==> src/rtl/audio_pkg.sv <==
// Shared audio types: sample layout, frame geometry, silence word and
// the scheduler FSM state encoding.
package audio_pkg;

    localparam int SAMPLE_W      = 48;
    localparam int CH_W          = 24;
    localparam int FRAME_SCLKS   = 64;
    localparam int DRAIN_STROBES = 2 * FRAME_SCLKS;

    localparam logic [SAMPLE_W-1:0] SILENCE = '0;

    localparam logic [1:0] ST_IDLE  = 2'd0;
    localparam logic [1:0] ST_PRIME = 2'd1;
    localparam logic [1:0] ST_RUN   = 2'd2;
    localparam logic [1:0] ST_DRAIN = 2'd3;

    typedef enum logic [1:0] {
        IDLE  = ST_IDLE,
        PRIME = ST_PRIME,
        RUN   = ST_RUN,
        DRAIN = ST_DRAIN
    } state_t;

    typedef struct packed {
        logic [CH_W-1:0] left;
        logic [CH_W-1:0] right;
    } sample_t;

endpackage

==> src/rtl/i2s_strobe_gen.sv <==
// mclk/sclk enable strobe generator: one-cycle pulses every MCLK_DIV / SCLK_DIV
// cycles while en=1. Ports: clk, rst, en, clr (phase reset) -> mclk_en, sclk_en.
module i2s_strobe_gen #(
    parameter int MCLK_DIV = 4,
    parameter int SCLK_DIV = 16
) (
    input  logic clk,
    input  logic rst,
    input  logic en,
    input  logic clr,
    output logic mclk_en,
    output logic sclk_en
);

    localparam int MW = $clog2(MCLK_DIV);
    localparam int SW = $clog2(SCLK_DIV);

    logic [MW-1:0] mcnt;
    logic [SW-1:0] scnt;
    logic          mpulse;
    logic          spulse;
    logic          mwrap;
    logic          swrap;

    assign mwrap = (mcnt == MW'(MCLK_DIV - 1));
    assign swrap = (scnt == SW'(SCLK_DIV - 1));

    // Pulses are registered, so the first one lands DIV cycles after clr.
    always_ff @(posedge clk) begin
        if (rst || clr) begin
            mcnt   <= '0;
            scnt   <= '0;
            mpulse <= 1'b0;
            spulse <= 1'b0;
        end else if (en) begin
            mpulse <= mwrap;
            spulse <= swrap;
            mcnt   <= mwrap ? '0 : mcnt + 1'b1;
            scnt   <= swrap ? '0 : scnt + 1'b1;
        end
    end

    assign mclk_en = mpulse & en;
    assign sclk_en = spulse & en;

endmodule

==> src/rtl/i2s_tx_scheduler.sv <==
// I2S master front end: strobes, start/stop sequencing, 2-source arbitration,
// one-sample holding register with silence on underrun.
// Ports: src0/src1 sample streams in, i2s_* master interface out, busy,
// active_src, underrun_cnt/underrun_clr status.
module i2s_tx_scheduler
    import audio_pkg::*;
#(
    parameter int MCLK_DIV   = 4,
    parameter int SCLK_DIV   = 16,
    parameter int REFILL_WIN = 64
) (
    input  logic                clk,
    input  logic                rst,
    input  logic                cfg_enable,
    input  logic                cfg_prio,
    input  logic [SAMPLE_W-1:0] src0_data,
    input  logic                src0_valid,
    output logic                src0_ready,
    input  logic [SAMPLE_W-1:0] src1_data,
    input  logic                src1_valid,
    output logic                src1_ready,
    output logic                i2s_clk_en,
    output logic                i2s_mclk_en,
    output logic                i2s_sclk_en,
    output logic [SAMPLE_W-1:0] i2s_data,
    output logic                i2s_valid,
    input  logic                i2s_ready,
    output logic                busy,
    output logic                active_src,
    output logic [15:0]         underrun_cnt,
    input  logic                underrun_clr
);

    localparam int WIN_W = $clog2(REFILL_WIN + 1);
    localparam int DR_W  = $clog2(DRAIN_STROBES);

    state_t        state;
    state_t        nxt;
    sample_t       hold_data;
    logic          hold_valid;
    logic [WIN_W-1:0] win_cnt;
    logic [DR_W-1:0]  drain_cnt;

    logic refill;
    logic run_clks;
    logic run_entry;
    logic grant;
    logic grant_ok;
    logic take;
    logic consume;
    logic underrun_evt;
    logic drain_cnt_en;
    logic drain_done;

    // grant selects src1 when set; only meaningful with grant_ok
    assign grant_ok = src0_valid | src1_valid;
    assign grant    = cfg_prio ? src1_valid : ~src0_valid;
    assign take     = refill & grant_ok;
    assign consume  = i2s_ready & hold_valid;

    assign src0_ready = take & ~grant;
    assign src1_ready = take & grant;

    assign underrun_evt = (state == RUN) & ~hold_valid & ~grant_ok
                        & (win_cnt == WIN_W'(1));

    // Frame countdown starts once the last sample has left the hold register.
    assign drain_cnt_en = (state == DRAIN) & ~hold_valid;
    assign drain_done   = drain_cnt_en & i2s_sclk_en
                        & (drain_cnt == DR_W'(DRAIN_STROBES - 1));

    always_ff @(posedge clk) begin
        if (rst) state <= IDLE;
        else     state <= nxt;
    end

    always_comb begin
        nxt      = state;
        refill   = 1'b0;
        run_clks = 1'b0;
        unique case (state)
            IDLE: begin
                if (cfg_enable) nxt = PRIME;
            end
            PRIME: begin
                refill = ~hold_valid;
                if (hold_valid) nxt = RUN;
            end
            RUN: begin
                run_clks = 1'b1;
                refill   = ~hold_valid;
                if (!cfg_enable) nxt = DRAIN;
            end
            DRAIN: begin
                run_clks = 1'b1;
                if (drain_done) nxt = IDLE;
            end
            default: nxt = IDLE;
        endcase
    end

    assign run_entry = (state == PRIME) & (nxt == RUN);

    always_ff @(posedge clk) begin
        if (rst) begin
            hold_data  <= SILENCE;
            hold_valid <= 1'b0;
            active_src <= 1'b0;
        end else if (take) begin
            hold_data  <= grant ? src1_data : src0_data;
            hold_valid <= 1'b1;
            active_src <= grant;
        end else if (underrun_evt) begin
            hold_data  <= SILENCE;
            hold_valid <= 1'b1;
        end else if (consume) begin
            hold_valid <= 1'b0;
        end
    end

    always_ff @(posedge clk) begin
        if (rst)
            win_cnt <= '0;
        else if (consume)
            win_cnt <= WIN_W'(REFILL_WIN);
        else if (state == RUN && !hold_valid && win_cnt != '0)
            win_cnt <= win_cnt - 1'b1;
    end

    always_ff @(posedge clk) begin
        if (rst || !drain_cnt_en)
            drain_cnt <= '0;
        else if (i2s_sclk_en)
            drain_cnt <= drain_cnt + 1'b1;
    end

    // Clear wins over a coincident increment.
    always_ff @(posedge clk) begin
        if (rst || underrun_clr)
            underrun_cnt <= '0;
        else if (underrun_evt && underrun_cnt != '1)
            underrun_cnt <= underrun_cnt + 1'b1;
    end

    i2s_strobe_gen #(
        .MCLK_DIV (MCLK_DIV),
        .SCLK_DIV (SCLK_DIV)
    ) u_strobe (
        .clk     (clk),
        .rst     (rst),
        .en      (run_clks),
        .clr     (run_entry),
        .mclk_en (i2s_mclk_en),
        .sclk_en (i2s_sclk_en)
    );

    assign i2s_clk_en = run_clks;
    assign i2s_data   = hold_data;
    assign i2s_valid  = hold_valid;
    assign busy       = (state != IDLE);

endmodule

==> config.mk <==
export PLATFORM = sky130hd
export DESIGN_NAME = i2s_tx_scheduler
export DESIGN_NICKNAME = d
export VERILOG_FILES = /design/src/rtl/audio_pkg.sv /design/src/rtl/i2s_strobe_gen.sv /design/src/rtl/i2s_tx_scheduler.sv
export SDC_FILE = /design/constraint.sdc
export NUM_CORES = 1
export LEC_CHECK = 0
export BUFFER_PORTS_ARGS = -buffer_cell sky130_fd_sc_hd__buf_2
export CAP_MARGIN = 25
export CORE_MARGIN = 4
export CORE_UTILIZATION = 30
export CTS_BUF_LIST = sky130_fd_sc_hd__clkbuf_4 sky130_fd_sc_hd__clkbuf_8 sky130_fd_sc_hd__clkbuf_16
export DETAILED_ROUTE_END_ITERATION = 7
export PLACE_DENSITY = 0.51
export RECOVER_POWER = 50
export SLEW_MARGIN = 20
export SYNTH_ARGS = -nofsm -noshare
export SYNTH_HDL_FRONTEND = slang
export SYNTH_SLANG_ARGS = --single-unit
==> constraint.sdc <==
create_clock -name clk -period 4.56 [get_ports clk]
set_clock_uncertainty 0.05 [all_clocks]
set_input_delay 0.912 -clock clk [delete_from_list [all_inputs] [get_ports clk]]
set_output_delay 0.912 -clock clk [all_outputs]
set_load 0.02 [all_outputs]
==> impl_metrics.py <==
metrics = {
    "status": {
        "status": "finished with violations",
        "violations": "max-capacitance violations, max-slew violations",
    },
    "clock_tree": {
        "holdBufCountCts": 0,
        "post_cts_buffers": 0,
        "cts.reportedPaths.clkPinSlew_ns": 0.06,
        "numClockSinks": 90,
        "numCtsBuffers": 9,
        "insertion_delay_ns": 0.34,
        "cts_tree": "done",
        "cts_root_buf": "clkbuf_16",
        "ctsResizeCount": 0,
        "clock_path_buffers": 2,
        "htreeDepth": 3,
    },
    "logic_synthesis": {
        "netlist_instances": 485,
        "ys.flop_type": "dfxtp_1",
        "ys_ff_latch": 90,
        "synth.distinct_cells": 47,
        "async_flop_share_pct": 0,
        "synthesis.nets": 601,
        "seq_area_frac_synth_pct": 42.9,
        "synth-warning-count": 0,
        "synth.cell_area_um2": 4200,
        "synth-edff-count": 0,
        "synth_area_per_cell_um2": 8.65,
    },
    "placed_design": {
        "gp_congestion": 0.831,
        "portBuffers": 175,
        "hpwl_um": 9160,
    },
    "min_path": {
        "hp-class": "reg -> reg",
        "min_from": "active_src",
    },
    "global_route": {
        "overflow": 0,
        "grt_use_met1_pct": 19.6,
        "grt_antenna_before_repair": 0,
        "grt_pass1_wl_um": 20600,
        "use_met3_pct": 5.55,
        "grt_busiest_layer": "met2",
        "gr-usage-all-layers_pct": 15.7,
        "grt_max_degree": 51,
        "grt_pass1_vias": 4057,
        "met2_usage_pct": 26.0,
    },
    "critical_path": {
        "start_kind": "flip-flop",
        "endpoint": "src1_ready",
        "worstReg2RegStart": "state[0]",
        "r2r_setup_slack_ns": 1.84,
        "path_max_fanout": 49,
        "arrival_ns": 2.53,
        "cp.required_ns": 3.60,
        "worstSetupStartpoint": "state[1]",
        "critPathKind": "reg -> out",
        "rr_endpoint": "underrun_cnt[14]",
        "cp-end-kind": "primary output",
        "r2r_cells": 6,
    },
    "detailed_routing": {
        "firstDrtPassIters": 4,
        "route.detailed.drc": 0,
        "viasPerCell": 5.18,
        "initialDrtViolationCount": 226,
        "post_drt_wl_per_cell_um": 15.5,
        "ant_nets": 0,
        "routed_wl_um": 12700,
        "vias": 4236,
    },
    "layout": {
        "final_common_cell": "buf_2",
        "area_growth_pct": 28.3,
        "fill_cells": 1450,
        "seq_area_um2": 1800,
        "final_cell_mix": "buf_2 (109), dfxtp_1 (90), a21oi_1 (75)",
        "layout.nets": 753,
        "antennaDiodeCount": 0,
        "drive_gt1_share_pct": 21.8,
        "multi_input_area_um2": 2210,
    },
    "timing": {
        "timing.final.crit_share_pct": 76.6,
        "fin_crit_ns": 3.49,
        "hold_violations": 0,
        "fmax_ghz": 0.286,
        "setup_viol_count_final": 0,
        "worst_slew_pin_slew_ns": 1.76,
        "slew_headroom_pct": -17.1,
        "slew_violations": 40,
        "tns_ns": 0,
        "rsz0062_at_grt": "no",
    },
    "pwr": {
        "ir_drop_uv": 239,
        "p_comb_share_pct": 28.5,
        "p_sw_share_pct": 34.7,
        "leakagePower_nw": 1.97,
        "p_total_mw": 2.34,
        "seqPwrFrac_pct": 40.9,
        "clockPowerShare_pct": 30.6,
        "powerDensity_nw_per_um2": 435,
        "internal_power_mw": 1.53,
        "p_sw_mw": 0.814,
    },
    "floorplanning": {
        "core_area_um2": 13500,
        "row_count": 42,
        "dieArea_um2": 15900,
        "initial_core_util_pct": 31.2,
        "io-pin-count": 176,
        "die_h_um": 126,
        "die_x_um": 126,
    },
    "flow_run": {
        "maxCapViolCount": 1,
    },
}
## power groups by stage
stage / clock network [mW] / registers, mW / logic (mW)
final: 0.718 / 0.958 / 0.668
after global routing: 0.779 / 0.974 / 0.741
after CTS: 0.747 / 0.956 / 0.701
after detailed placement: 0 / 0.973 / 0.697
after global placement: 0 / 0.969 / 0.687
after floorplan: 0 / 1.07 / 0.359
## cell usage after synthesis (all sizes together), types with 6 or more instances
master   n  area, µm²
nand4   10       62.6
dfxtp   90       1800
nand2   16       60.1
o21ai   10       50.1
o31ai   10       75.1
xor2     6       52.6
clkbuf  23       86.3
nand3   57        290
mux2i    8       80.1
a21oi   75        375
or4      9       67.6
and3     6       37.5
buf     16       78.8
a22oi   48        360
inv     11       41.3
ha      12        150
or3     11       68.8
nor2    17       63.8
## layer usage
layer	up-vias	part of all wire, %
met5	-	0
met4	0	0.97
met3	11	6.8
met2	122	48
met1	1974	44
li1	2129	-
## worst min-delay path by stage
stage               slack (ns)      endpoint  cells after the start
floorplan                 0.42  drain_cnt[4]                      2
global placement          0.40    active_src                      2
detailed placement        0.39    active_src                      2
CTS                       0.41    active_src                      2
global route              0.43   i2s_data[0]                      2
finish                    0.41    active_src                      2
## final cells by class
class	instances	area share, %
timing repair buffer	180	15.3
clock buffer	12	4.95
multi-input combinational	345	41.0
sequential	90	33.5
inverter	11	0.767
tap	176	4.09
clock inverter	4	0.465
## through the flow
| step | utilization [%] | worst slack, ns | cell area [µm²] | std cells | hold slack [ns] |
|---|---|---|---|---|---|
| 2_1_floorplan | - | 1.90 | 4200 | 485 | 0.421 |
| 3_3_place_gp | 38.4 | 1.47 | 5170 | 801 | 0.396 |
| 3_5_place_dp | 38.5 | 1.42 | 5180 | 801 | 0.393 |
| 4_1_cts | 40.6 | 1.04 | 5470 | 817 | 0.406 |
| 5_1_grt | 40.0 | 0.863 | 5390 | 818 | 0.431 |
| 6_report | 40.0 | 1.07 | 5390 | 818 | 0.408 |
## cell families (layout without fill, tap and decap cells)
logic type | Yosys count | after routing | share of synthesized area, %
buf+inv | 50 | 207 | 4.92
compound gates | 157 | 157 | 23.1
flops | 90 | 90 | 42.9
fa+ha+maj | 12 | 12 | 3.58
mux | 8 | 8 | 1.91
simple gates | 158 | 158 | 21.4
xor+xnor | 10 | 10 | 2.09
## worst max-delay path: stages, from the launching register on
cell and delay [ns]:
dfxtp_1 0.41, inv_1 0.10, ha_1 0.27, nor2b_1 0.28, and3_2 0.81, buf_2 0.30
## state kept, by name (all words and copies together), names as in the netlist, 2 cells and up
name / flops
u_strobe.scnt: 4
win_cnt: 7
drain_cnt: 7
underrun_cnt: 16
i2s_data: 48
u_strobe.mcnt: 2
state: 2
Note: power is estimated with default switching activity, not from simulation.
